[src/rtl/params_pkg.sv]
// Shared types and constants for the dtcore32 AXI4-Lite MEM-stage initiator.
package params_pkg;

    // Transaction sequencer states of the AXI4-Lite initiator
    typedef enum logic [2:0] {
        IDLE    = 3'd0,
        RD_ADDR = 3'd1,
        RD_DATA = 3'd2,
        WR_REQ  = 3'd3,
        WR_RESP = 3'd4,
        DONE_RD = 3'd5,
        DONE_WR = 3'd6
    } axil_state_t;

    // AXI response encodings used by the initiator
    localparam logic [1:0] AXI_RESP_OKAY   = 2'b00;
    localparam logic [1:0] AXI_RESP_SLVERR = 2'b10;

    // Any response other than OKAY (SLVERR, DECERR, EXOKAY) is an error for a lite access
    function automatic logic resp_is_err(input logic [1:0] resp);
        return (resp != AXI_RESP_OKAY);
    endfunction

endpackage : params_pkg

[src/rtl/axil_master.sv]
// AXI4-Lite initiator for the dtcore32 MEM stage: one load or store at a time,
// completion reported with single-cycle done pulses that release the stall.
module axil_master
    import params_pkg::*;
#(
    parameter int ADDR_WIDTH = 32,
    parameter int DATA_WIDTH = 32
) (
    input  logic                      CLK,
    input  logic                      RST,

    input  logic                      AXIL_EN,
    input  logic                      AXIL_WE,
    input  logic [ADDR_WIDTH-1:0]     AXIL_ADDR,
    input  logic [DATA_WIDTH-1:0]     AXIL_WDATA,
    input  logic [DATA_WIDTH/8-1:0]   AXIL_WSTRB,
    output logic                      AXIL_DONE_READ,
    output logic                      AXIL_DONE_WRITE,
    output logic [DATA_WIDTH-1:0]     AXIL_RDATA,
    output logic                      AXIL_ERR,

    output logic                      M_ARVALID,
    input  logic                      M_ARREADY,
    output logic [ADDR_WIDTH-1:0]     M_ARADDR,
    output logic [2:0]                M_ARPROT,
    input  logic                      M_RVALID,
    output logic                      M_RREADY,
    input  logic [DATA_WIDTH-1:0]     M_RDATA,
    input  logic [1:0]                M_RRESP,

    output logic                      M_AWVALID,
    input  logic                      M_AWREADY,
    output logic [ADDR_WIDTH-1:0]     M_AWADDR,
    output logic [2:0]                M_AWPROT,
    output logic                      M_WVALID,
    input  logic                      M_WREADY,
    output logic [DATA_WIDTH-1:0]     M_WDATA,
    output logic [DATA_WIDTH/8-1:0]   M_WSTRB,
    input  logic                      M_BVALID,
    output logic                      M_BREADY,
    input  logic [1:0]                M_BRESP
);

    localparam int STRB_WIDTH = DATA_WIDTH / 8;

    // Sequencer and request-holding registers
    axil_state_t             state_q,    state_d;
    logic [ADDR_WIDTH-1:0]   addr_q,     addr_d;
    logic [DATA_WIDTH-1:0]   wdata_q,    wdata_d;
    logic [STRB_WIDTH-1:0]   wstrb_q,    wstrb_d;
    logic [DATA_WIDTH-1:0]   rdata_q,    rdata_d;
    logic                    err_flag_q, err_flag_d;
    logic                    aw_acc_q,   aw_acc_d;
    logic                    w_acc_q,    w_acc_d;

    // Registered handshake and status outputs
    logic                    arvalid_q,  arvalid_d;
    logic                    rready_q,   rready_d;
    logic                    awvalid_q,  awvalid_d;
    logic                    wvalid_q,   wvalid_d;
    logic                    bready_q,   bready_d;
    logic                    done_rd_q,  done_rd_d;
    logic                    done_wr_q,  done_wr_d;
    logic                    err_q,      err_d;

    // Next-state logic: request capture in IDLE, channel handshakes elsewhere
    always_comb begin
        state_d    = state_q;
        addr_d     = addr_q;
        wdata_d    = wdata_q;
        wstrb_d    = wstrb_q;
        rdata_d    = rdata_q;
        err_flag_d = err_flag_q;
        aw_acc_d   = aw_acc_q;
        w_acc_d    = w_acc_q;

        case (state_q)
            IDLE: begin
                // The request fields are only looked at here, so a stalled
                // pipeline can keep them on the bus without re-issuing.
                if (AXIL_EN) begin
                    addr_d     = AXIL_ADDR;
                    err_flag_d = 1'b0;
                    if (AXIL_WE) begin
                        wdata_d  = AXIL_WDATA;
                        wstrb_d  = AXIL_WSTRB;
                        aw_acc_d = 1'b0;
                        w_acc_d  = 1'b0;
                        state_d  = WR_REQ;
                    end else begin
                        state_d  = RD_ADDR;
                    end
                end else begin
                    state_d = IDLE;
                end
            end

            RD_ADDR: begin
                if (arvalid_q && M_ARREADY) begin
                    state_d = RD_DATA;
                end else begin
                    state_d = RD_ADDR;
                end
            end

            RD_DATA: begin
                if (rready_q && M_RVALID) begin
                    rdata_d    = M_RDATA;
                    err_flag_d = resp_is_err(M_RRESP);
                    state_d    = DONE_RD;
                end else begin
                    state_d = RD_DATA;
                end
            end

            WR_REQ: begin
                // AW and W complete independently; leave once both have been taken.
                aw_acc_d = aw_acc_q | (awvalid_q & M_AWREADY);
                w_acc_d  = w_acc_q  | (wvalid_q  & M_WREADY);
                if (aw_acc_d && w_acc_d) begin
                    state_d = WR_RESP;
                end else begin
                    state_d = WR_REQ;
                end
            end

            WR_RESP: begin
                if (bready_q && M_BVALID) begin
                    err_flag_d = resp_is_err(M_BRESP);
                    state_d    = DONE_WR;
                end else begin
                    state_d = WR_RESP;
                end
            end

            DONE_RD: begin
                state_d = IDLE;
            end

            DONE_WR: begin
                state_d = IDLE;
            end

            default: begin
                state_d = IDLE;
            end
        endcase
    end

    // Output next values decoded from the next state so every output comes straight from a flop
    always_comb begin
        arvalid_d = 1'b0;
        rready_d  = 1'b0;
        awvalid_d = 1'b0;
        wvalid_d  = 1'b0;
        bready_d  = 1'b0;
        done_rd_d = 1'b0;
        done_wr_d = 1'b0;
        err_d     = 1'b0;

        case (state_d)
            RD_ADDR: arvalid_d = 1'b1;
            RD_DATA: rready_d  = 1'b1;
            WR_REQ: begin
                awvalid_d = ~aw_acc_d;
                wvalid_d  = ~w_acc_d;
            end
            WR_RESP: bready_d = 1'b1;
            DONE_RD: begin
                done_rd_d = 1'b1;
                err_d     = err_flag_d;
            end
            DONE_WR: begin
                done_wr_d = 1'b1;
                err_d     = err_flag_d;
            end
            default: begin
                arvalid_d = 1'b0;
            end
        endcase
    end

    // State and output registers with synchronous reset; a reset mid-transaction simply abandons it
    always_ff @(posedge CLK) begin
        if (RST) begin
            state_q    <= IDLE;
            addr_q     <= {ADDR_WIDTH{1'b0}};
            wdata_q    <= {DATA_WIDTH{1'b0}};
            wstrb_q    <= {STRB_WIDTH{1'b0}};
            rdata_q    <= {DATA_WIDTH{1'b0}};
            err_flag_q <= 1'b0;
            aw_acc_q   <= 1'b0;
            w_acc_q    <= 1'b0;
            arvalid_q  <= 1'b0;
            rready_q   <= 1'b0;
            awvalid_q  <= 1'b0;
            wvalid_q   <= 1'b0;
            bready_q   <= 1'b0;
            done_rd_q  <= 1'b0;
            done_wr_q  <= 1'b0;
            err_q      <= 1'b0;
        end else begin
            state_q    <= state_d;
            addr_q     <= addr_d;
            wdata_q    <= wdata_d;
            wstrb_q    <= wstrb_d;
            rdata_q    <= rdata_d;
            err_flag_q <= err_flag_d;
            aw_acc_q   <= aw_acc_d;
            w_acc_q    <= w_acc_d;
            arvalid_q  <= arvalid_d;
            rready_q   <= rready_d;
            awvalid_q  <= awvalid_d;
            wvalid_q   <= wvalid_d;
            bready_q   <= bready_d;
            done_rd_q  <= done_rd_d;
            done_wr_q  <= done_wr_d;
            err_q      <= err_d;
        end
    end

    // Address, data and strobes come from the request registers, which only change in IDLE
    assign M_ARVALID       = arvalid_q;
    assign M_ARADDR        = addr_q;
    assign M_ARPROT        = 3'b000;
    assign M_RREADY        = rready_q;
    assign M_AWVALID       = awvalid_q;
    assign M_AWADDR        = addr_q;
    assign M_AWPROT        = 3'b000;
    assign M_WVALID        = wvalid_q;
    assign M_WDATA         = wdata_q;
    assign M_WSTRB         = wstrb_q;
    assign M_BREADY        = bready_q;
    assign AXIL_DONE_READ  = done_rd_q;
    assign AXIL_DONE_WRITE = done_wr_q;
    assign AXIL_RDATA      = rdata_q;
    assign AXIL_ERR        = err_q;

endmodule : axil_master

[config.mk]
export PLATFORM = sky130hd
export DESIGN_NAME = axil_master
export DESIGN_NICKNAME = d
export VERILOG_FILES = /design/src/rtl/params_pkg.sv /design/src/rtl/axil_master.sv
export SDC_FILE = /design/constraint.sdc
export NUM_CORES = 1
export LEC_CHECK = 0
export ABC_AREA = 1
export BUFFER_PORTS_ARGS = -buffer_cell sky130_fd_sc_hd__buf_4
export CORE_UTILIZATION = 39
export CTS_CLUSTER_SIZE = 10
export DETAILED_ROUTE_END_ITERATION = 7
export MAX_ROUTING_LAYER = met4
export PLACE_DENSITY = 0.74
export SLEW_MARGIN = 15
export SYNTH_ARGS = -nofsm -noshare
export SYNTH_HDL_FRONTEND = slang
export SYNTH_SLANG_ARGS = --single-unit
[constraint.sdc]
create_clock -name CLK -period 1.4 [get_ports CLK]
set_clock_uncertainty 0.2 [all_clocks]
set_input_delay 0.14 -clock CLK [delete_from_list [all_inputs] [get_ports CLK]]
set_output_delay 0.14 -clock CLK [all_outputs]
set_load 0.05 [all_outputs]
==> reports/qor.csv, run 1 <==
stage,metric,value,unit
run_status,status,"finished, violations left",
run_status,failing checks,setup timing,
clock_tree,CTS HTree Levels,4,
detailed_routing,Iter 0 DRT Violations,336,
clock_tree,Clock Path Buffers,2,
layout,ANT cells,0,
layout,Finished Cell Area,0.00863,sq mm
global_routing,first-pass GRT wire length,23.6,mm
detailed_routing,DR WL/cell,15.3,um
yosys,ranking of synthesized cells by area,"dfxtp_1, nand2_1, a21oi_1, buf_4, nor2_1",
timing,FMAX,644,MHz
pwr,PD cells,1350,mW/mm^2
job,max-cap violation count,0,
critical_path,WP data required,1.46,ns
timing,Tcrit/Tclk final,111,%
floorplanning,Die Width,109,um
layout,register area,0.00230,sq mm
clock_tree,cts bufs inserted,17,
layout,area of the multi-input gates,0.00190,sq mm
placement,IO buf count,252,
pwr,Worst VDD drop,0.000752,V
yosys,Synth area leader,dfxtp_1,
critical_path,WS Path Type,reg -> reg,
clock_tree,root buffer cell,clkbuf_16,
yosys,most frequent cell after synthesis,nand2_1,
placement,GPL Wtd Cong,0.818,
clock_tree,number of clock sinks,114,
yosys,#FFs+latches synth,114,
layout,Layout Cells excl Fill,1070,
yosys,Mapped Cells,569,
yosys,Syn Area/Cell,7.82,sq um
detailed_routing,total detailed-routing wirelength,16.4,mm
critical_path,Crit Path Max Fanout,9,
timing,final setup violating endpoints,109,
critical_path,crit start category,flip-flop,
yosys,Synth Cell Area,0.00445,sq mm
critical_path,worst path arrival time,1.62,ns
global_routing,number of antenna violations at the first check in global routing,0,
timing,Final Max Tran Viols,0,
pwr,P_leak,4.01,nW
yosys,Post-synth top flop,dfxtp_1,
placement,DP Area,0.00630,sq mm
detailed_routing,Metal-1 WL,6.39,mm
critical_path,R2R Setup Slk,-0.15,ns
detailed_routing,vias,5149,
global_routing,GRT overflow,0,
global_routing,largest net degree at the start of global routing,57,
clock_tree,clock-pin slew on the worst setup and hold paths,0.05,ns
timing,fin worst setup slack,-0.153,ns
timing,Final Hold Violating Endpoints,0,
yosys,Yosys warning count,0,
floorplanning,Rows,38,
detailed_routing,First-pass DRT Iterations,4,
global_routing,GR Util All Layers,26.5,%
layout,Syn-to-layout area delta,94.1,%
detailed_routing,Via density,4.81,
yosys,Synth async-reset ratio,0,%
floorplanning,# IOs,259,
layout,final core utilization,78.6,%
critical_path,CP endpoint kind,flip-flop,
timing,RSZ-0062 raised after global routing,true,
timing,worst hold slack,0.0582,ns
detailed_routing,metal3 WL,839,um
placement,DP Cell Count,918,
global_routing,vias in the first global route,5150,
clock_tree,CTS tree,yes,
timing,Final min period,1.55,ns
min_path,worst hold path class,in -> reg,
layout,fillers,662,
floorplanning,die height,109,um
layout,Nets,1030,
detailed_routing,Final ANT Viol Nets,0,
clock_tree,Worst-Skew Late Latency,0.39,ns
detailed_routing,highest metal used,met4,
pwr,Pwr Total,11.7,mW
yosys,sequential area share after synthesis,51.3,%
yosys,Unique masters post-synth,24,
yosys,top cell type's share of synthesized area,51.3,%
layout,share of cells above drive strength 1,44.7,%
detailed_routing,DRC,0,
floorplanning,Die Area,0.0118,sq mm
placement,placed wire-length estimate,9.15,mm
detailed_routing,Routed met2 length,8.72,mm
floorplanning,Initial Util,40.5,%
yosys,Post-synth EDFFs,0,
floorplanning,core area,0.0110,sq mm
yosys,Synth top cells by count,"nand2_1, dfxtp_1, nor2_1, a21oi_1, buf_4",
flip-flops by register name, indices dropped and copies added, names as in the netlist:
| name | cells |
|---|---|
| err_flag_q | 1 |
| w_acc_q | 1 |
| M_ARADDR | 32 |
| AXIL_DONE_READ | 1 |
| M_WVALID | 1 |
| M_ARVALID | 1 |
| AXIL_DONE_WRITE | 1 |
| M_WDATA | 32 |
| aw_acc_q | 1 |
| M_BREADY | 1 |
| AXIL_RDATA | 32 |
| AXIL_ERR | 1 |
| M_WSTRB | 4 |
| state_q | 3 |
| M_AWVALID | 1 |
| M_RREADY | 1 |
placed cells by master, fill, tap and decap left out, types with 5 or more instances in the layout:
| cell | n |
|---|---|
| a21oi_1 | 60 |
| a21oi_2 | 12 |
| buf_12 | 8 |
| buf_4 | 268 |
| buf_6 | 10 |
| bufinv_16 | 7 |
| clkbuf_16 | 19 |
| conb_1 | 6 |
| dfxtp_1 | 105 |
| dfxtp_2 | 5 |
| dlygate4sd3_1 | 103 |
| inv_1 | 9 |
| nand2_1 | 99 |
| nand2_2 | 24 |
| nand3_1 | 37 |
| nand3_2 | 7 |
| nor2_1 | 56 |
| nor2_2 | 23 |
| nor2_4 | 6 |
| o21ai_0 | 30 |
final timing paths:
kind | start | to | cells after the start
max | state_q[0] | M_WDATA[17] | 7
min | M_RVALID | M_RREADY | 5
max reg2reg | state_q[0] | M_WDATA[17] | 7
min reg2reg | M_WDATA[6] | M_WDATA[6] | 2
layout make-up:
class                   count  area share, %
repair buffers            396           40.4
multi-input cells         374           22.0
inverters                  14          0.696
clock inverters            12           2.93
clock buffers              20           5.29
well taps                 140           2.03
flip-flops and latches    114           26.7
power breakdown:
group | total (mW) | internal [mW] | switching, mW
sequential | 3.58 | 3.43 | 0.148
clock | 5.13 | 3.63 | 1.50
combinational | 2.97 | 1.24 | 1.73
total | 11.7 | 8.30 | 3.38
metrics by stage:
step / setup TNS [ns] / setup WS (ns)
after floorplan: 0 / 0.00452
after global placement: -3.11 / -0.0694
after detailed placement: -8.95 / -0.147
after CTS: -4.34 / -0.0771
after global routing: -16.42 / -0.243
final: -9.41 / -0.153
routing by layer:
layer,vias to the layer above,GRT usage (%)
li1,2503,-
met1,2388,27.0
met2,218,48.0
met3,40,5.98
met4,0,12.3
met5,-,-
what timing repair did:
action / 4_1_cts / 5_1_grt
setup endpoints to repair: 109 / 113
gates cloned: 4 / 3
pin swaps: 8 / 3
hold buffers: 103 / 0
hold endpoints to repair: 106 / 0
resized for setup: 35 / 74
buffers inserted: 10 / 0
cell families (layout without fill, tap and decap cells):
kind of cell / count (synthesis) / after routing / synth area share [%]
and+or+nand+nor: 260 / 260 / 24.2
DFF: 114 / 114 / 51.3
AOI/OAI and AO/OA: 108 / 108 / 12.3
buffers and inverters: 86 / 442 / 12.1
other: 1 / 6 / 0.0843
critical path, stage by stage (launching register included):
cell and delay [ns]:
dfxtp_4 0.36, nor2_4 0.16, buf_6 0.12, nand3_4 0.11, buf_12 0.17, buf_12 0.14, nand2_1 0.07, a21oi_1 0.08
Note: power is estimated with default switching activity, not from simulation.
==> run 2, diff against run 1 <==
--- a/config.mk
+++ b/config.mk
@@ -5,7 +5,6 @@
 export SDC_FILE = /design/constraint.sdc
 export NUM_CORES = 1
 export LEC_CHECK = 0
-export ABC_AREA = 1
 export BUFFER_PORTS_ARGS = -buffer_cell sky130_fd_sc_hd__buf_4
 export CORE_UTILIZATION = 39
 export CTS_CLUSTER_SIZE = 10
==> run 2 against run 1 <==
Net effect: the flow finishes with violations (hold timing, setup timing); global-route usage grew 9.5 points; fmax shrank 16%; worst hold slack worse by 0.10 ns; synthesized area decreased by 2.1%; non-clock buffer count rose by 28; critical path type unchanged; largest cell class unchanged.
==> reports/qor.csv, run 2 <==
stage,metric,value,unit,change
run_status,status,"finished, violations left",,
run_status,failing checks,"hold timing, setup timing",,
critical_path,crit start category,flip-flop,,
pwr,P_leak,4.37,nW,+9.0%
clock_tree,number of clock sinks,114,,unchanged
critical_path,Crit-path slowest cell,a311oi_1,,
layout,fillers,267,,-60%
timing,Final Max Tran Viols,0,,unchanged
clock_tree,cts bufs inserted,17,,unchanged
critical_path,worst path arrival time,2.10,ns,+0.48 ns
layout,ANT cells,0,,unchanged
critical_path,R2R depth,4,,-3
timing,fin worst setup slack,-0.456,ns,-0.303 ns
floorplanning,Die Width,108,um,-1.0%
pwr,Worst VDD drop,0.000747,V,-0.64%
layout,most frequent cells in the layout,"buf_4, nand2_1, dlygate4sd3_1, buf_8, a21oi_2",,
job,max-cap violation count,0,,unchanged
min_path,worst hold path class,in -> reg,,
yosys,most frequent cell after synthesis,nand2_1,,
critical_path,worst r2r dst,M_AWVALID,,
timing,slew at the pin with the worst max-slew slack,0.959,ns,
yosys,ranking of synthesized cells by area,"dfxtp_1, nand2_1, a21oi_1, buf_4, clkbuf_1",,
pwr,Switching Share,33.1,%,+4.2 points
placement,IO buf count,252,,unchanged
placement,DP Cell Count,905,,-1.4%
yosys,Post-synth top flop,dfxtp_1,,
pwr,Switch Pwr,3.72,mW,+10%
layout,Finished Cell Area,0.0103,sq mm,+19%
detailed_routing,total detailed-routing wirelength,26.1,mm,+59%
detailed_routing,DR WL/cell,24.3,um,+59%
global_routing,first-pass GRT wire length,30.5,mm,+29%
timing,Final min period,1.86,ns,+0.303 ns
clock_tree,CTS HTree Levels,4,,unchanged
timing,final setup violating endpoints,146,,+34%
timing,RSZ-0062 raised after global routing,true,,
layout,Syn-to-layout area delta,136,%,
global_routing,GR Util All Layers,36.0,%,+9.5 points
clock_tree,Worst-Skew Late Latency,0.53,ns,+0.14 ns
yosys,Synth top cells by count,"nand2_1, dfxtp_1, a21oi_1, buf_4, clkbuf_1",,
yosys,Synth area leader,dfxtp_1,,
critical_path,R2R Setup Slk,-0.46,ns,-0.30 ns
global_routing,largest net degree at the start of global routing,60,,+5.3%
floorplanning,core area,0.0108,sq mm,-1.3%
floorplanning,Initial Util,40.2,%,-0.32 points
clock_tree,Hold Buf Count CTS,109,,+5.8%
clock_tree,Clock Path Buffers,2,,unchanged
timing,Tcrit/Tclk final,133,%,+22 points
layout,Nets,1034,,+0.39%
critical_path,CP endpoint kind,flip-flop,,
critical_path,largest stage delay on the critical path,0.46,ns,+0.10 ns
critical_path,critical path startpoint,state_q[2],,
timing,worst hold slack,-0.0418,ns,-0.100 ns
detailed_routing,Via density,5.58,,+16%
yosys,top cell type's share of synthesized area,52.4,%,+1.1 points
pwr,Clock power frac,37.3,%,-6.6 points
yosys,Syn Area/Cell,7.96,sq um,+1.9%
yosys,Synth async-reset ratio,0,%,unchanged
layout,Layout Cells excl Fill,1073,,+0.28%
timing,Final Hold Violating Endpoints,1,,+1
clock_tree,root buffer cell,clkbuf_8,,
clock_tree,clock-pin slew on the worst setup and hold paths,0.06,ns,about the same
pwr,Seq pwr share,32.4,%,+1.7 points
yosys,#FFs+latches synth,114,,unchanged
critical_path,WS Path Type,reg -> reg,,
layout,register area,0.00254,sq mm,+10%
pwr,internal power,7.53,mW,-9.3%
yosys,Yosys warning count,0,,unchanged
layout,area of the multi-input gates,0.00242,sq mm,+28%
critical_path,WP data required,1.64,ns,+0.18 ns
global_routing,number of antenna violations at the first check in global routing,0,,unchanged
yosys,sequential area share after synthesis,52.4,%,+1.1 points
timing,max_slew headroom,36.0,%,
placement,dpl ws,-0.422,ns,-0.275 ns
detailed_routing,Iter 0 DRT Violations,479,,+43%
yosys,Synth Cell Area,0.00436,sq mm,-2.1%
yosys,Post-synth EDFFs,0,,unchanged
global_routing,vias in the first global route,5968,,+16%
floorplanning,die height,108,um,-1.0%
timing,FMAX,539,MHz,-16%
yosys,Mapped Cells,547,,-3.9%
detailed_routing,vias,5992,,+16%
critical_path,CP Cell Sequence,"nor3b_2, a311oi_1, o21ai_1, nor3_2",,
detailed_routing,First-pass DRT Iterations,5,,+1
yosys,Unique masters post-synth,38,,+58%
global_routing,GRT overflow,0,,unchanged
placement,DP Area,0.00634,sq mm,+0.64%
placement,GPL Wtd Cong,0.849,,+3.8%
critical_path,r2r startpoint,state_q[2],,
pwr,PD cells,1090,mW/mm^2,-19%
critical_path,crit path to,M_AWVALID,,
layout,"most common cell after layout, fill and taps aside",buf_4,,
pwr,Pwr Total,11.2,mW,-3.7%
detailed_routing,DRC,0,,unchanged
pwr,power share of the combinational group,30.3,%,+4.9 points
placement,placed wire-length estimate,9.56,mm,+4.4%
floorplanning,Die Area,0.0116,sq mm,-2.0%
floorplanning,Rows,38,,unchanged
floorplanning,# IOs,259,,unchanged
layout,share of cells above drive strength 1,65.7,%,+21 points
clock_tree,CTS tree,yes,,
critical_path,Crit Path Max Fanout,6,,-3
timing,setup TNS,-34.83,ns,-25.42 ns
detailed_routing,Final ANT Viol Nets,0,,unchanged
[run 2: changes by cell type in the layout (fill, tap and decap cells not counted), moves of 37 or more]
cell and delta:
dfxtp_2 +51, buf_6 +53, buf_8 +88, nand2_4 +37
a21oi_2 +55, dfxtp_1 -96, dfxtp_4 +45, nor2_1 -48
buf_4 -121
[run 2: how the worst min path moves through the flow]
stage / from / end / slack, ns / depth (start not counted)
floorplan: AXIL_WDATA[0] / M_WDATA[0] / 0.08 / 2
CTS: M_RVALID / M_RREADY / -0.14 / 4
global route: M_RVALID / M_RREADY / -0.07 / 4
detailed placement: AXIL_WSTRB[1] / M_WSTRB[1] / 0.20 / 3
finish: M_RVALID / M_RREADY / -0.04 / 4
global placement: M_RDATA[28] / AXIL_RDATA[28] / 0.19 / 3
[run 2: area by class of cell]
cell class / count / share of cell area, %
inverter: 3 / 0.109
timing repair buffer: 424 / 44.6
clock buffer: 20 / 4.33
sequential: 114 / 24.7
multi-input combinational: 361 / 23.5
clock inverter: 11 / 1.07
tap: 140 / 1.70
[run 2: logic make-up after synthesis]
group	share of synthesized area (%)
AO/OA/AOI/OAI	14.3
buffers and inverters	10.5
flip-flops	52.4
other	0.0861
AND/OR/NAND/NOR	22.7
[run 2: routing by layer]
layer / wire length [um] / vias to the layer above / track usage, %
li1: - / 2496 / -
met1: 8840 / 2863 / 33.7
met2: 13300 / 464 / 64.0
met3: 2090 / 169 / 10.7
met4: 1800 / 0 / 23.1
met5: 0 / - / -
[run 2: per-stage QoR]
step | util [%] | hold WS (ns)
6_report | 94.9 | -0.0418
5_1_grt | 94.9 | -0.0679
3_5_place_dp | 58.5 | 0.196
3_3_place_gp | 58.5 | 0.186
4_1_cts | 86.7 | -0.142
2_1_floorplan | - | 0.0760
[run 2: timing repair]
item	CTS	global route
gates resized for setup	318	314
buffers inserted	16	17
pin swaps	37	62
gates cloned	11	0
hold endpoints to repair	112	1
endpoints found under the setup margin	246	228
[run 2: power groups by stage]
stage                     logic [mW]  registers, mW  clock network (mW)
after floorplan                0.879           4.09                   0
after global placement          2.05           3.59                   0
after detailed placement        2.07           3.59                   0
after CTS                       2.93           3.60                4.15
after global routing            3.47           3.66                4.35
final                           3.40           3.64                4.20
[run 2: worst max-delay path: cells and delay by family (launching register included)]
| family | cells | cell delay (ns) |
|---|---|---|
| compound gates | 2 | 0.75 |
| flops | 1 | 0.37 |
| simple gates | 2 | 0.44 |
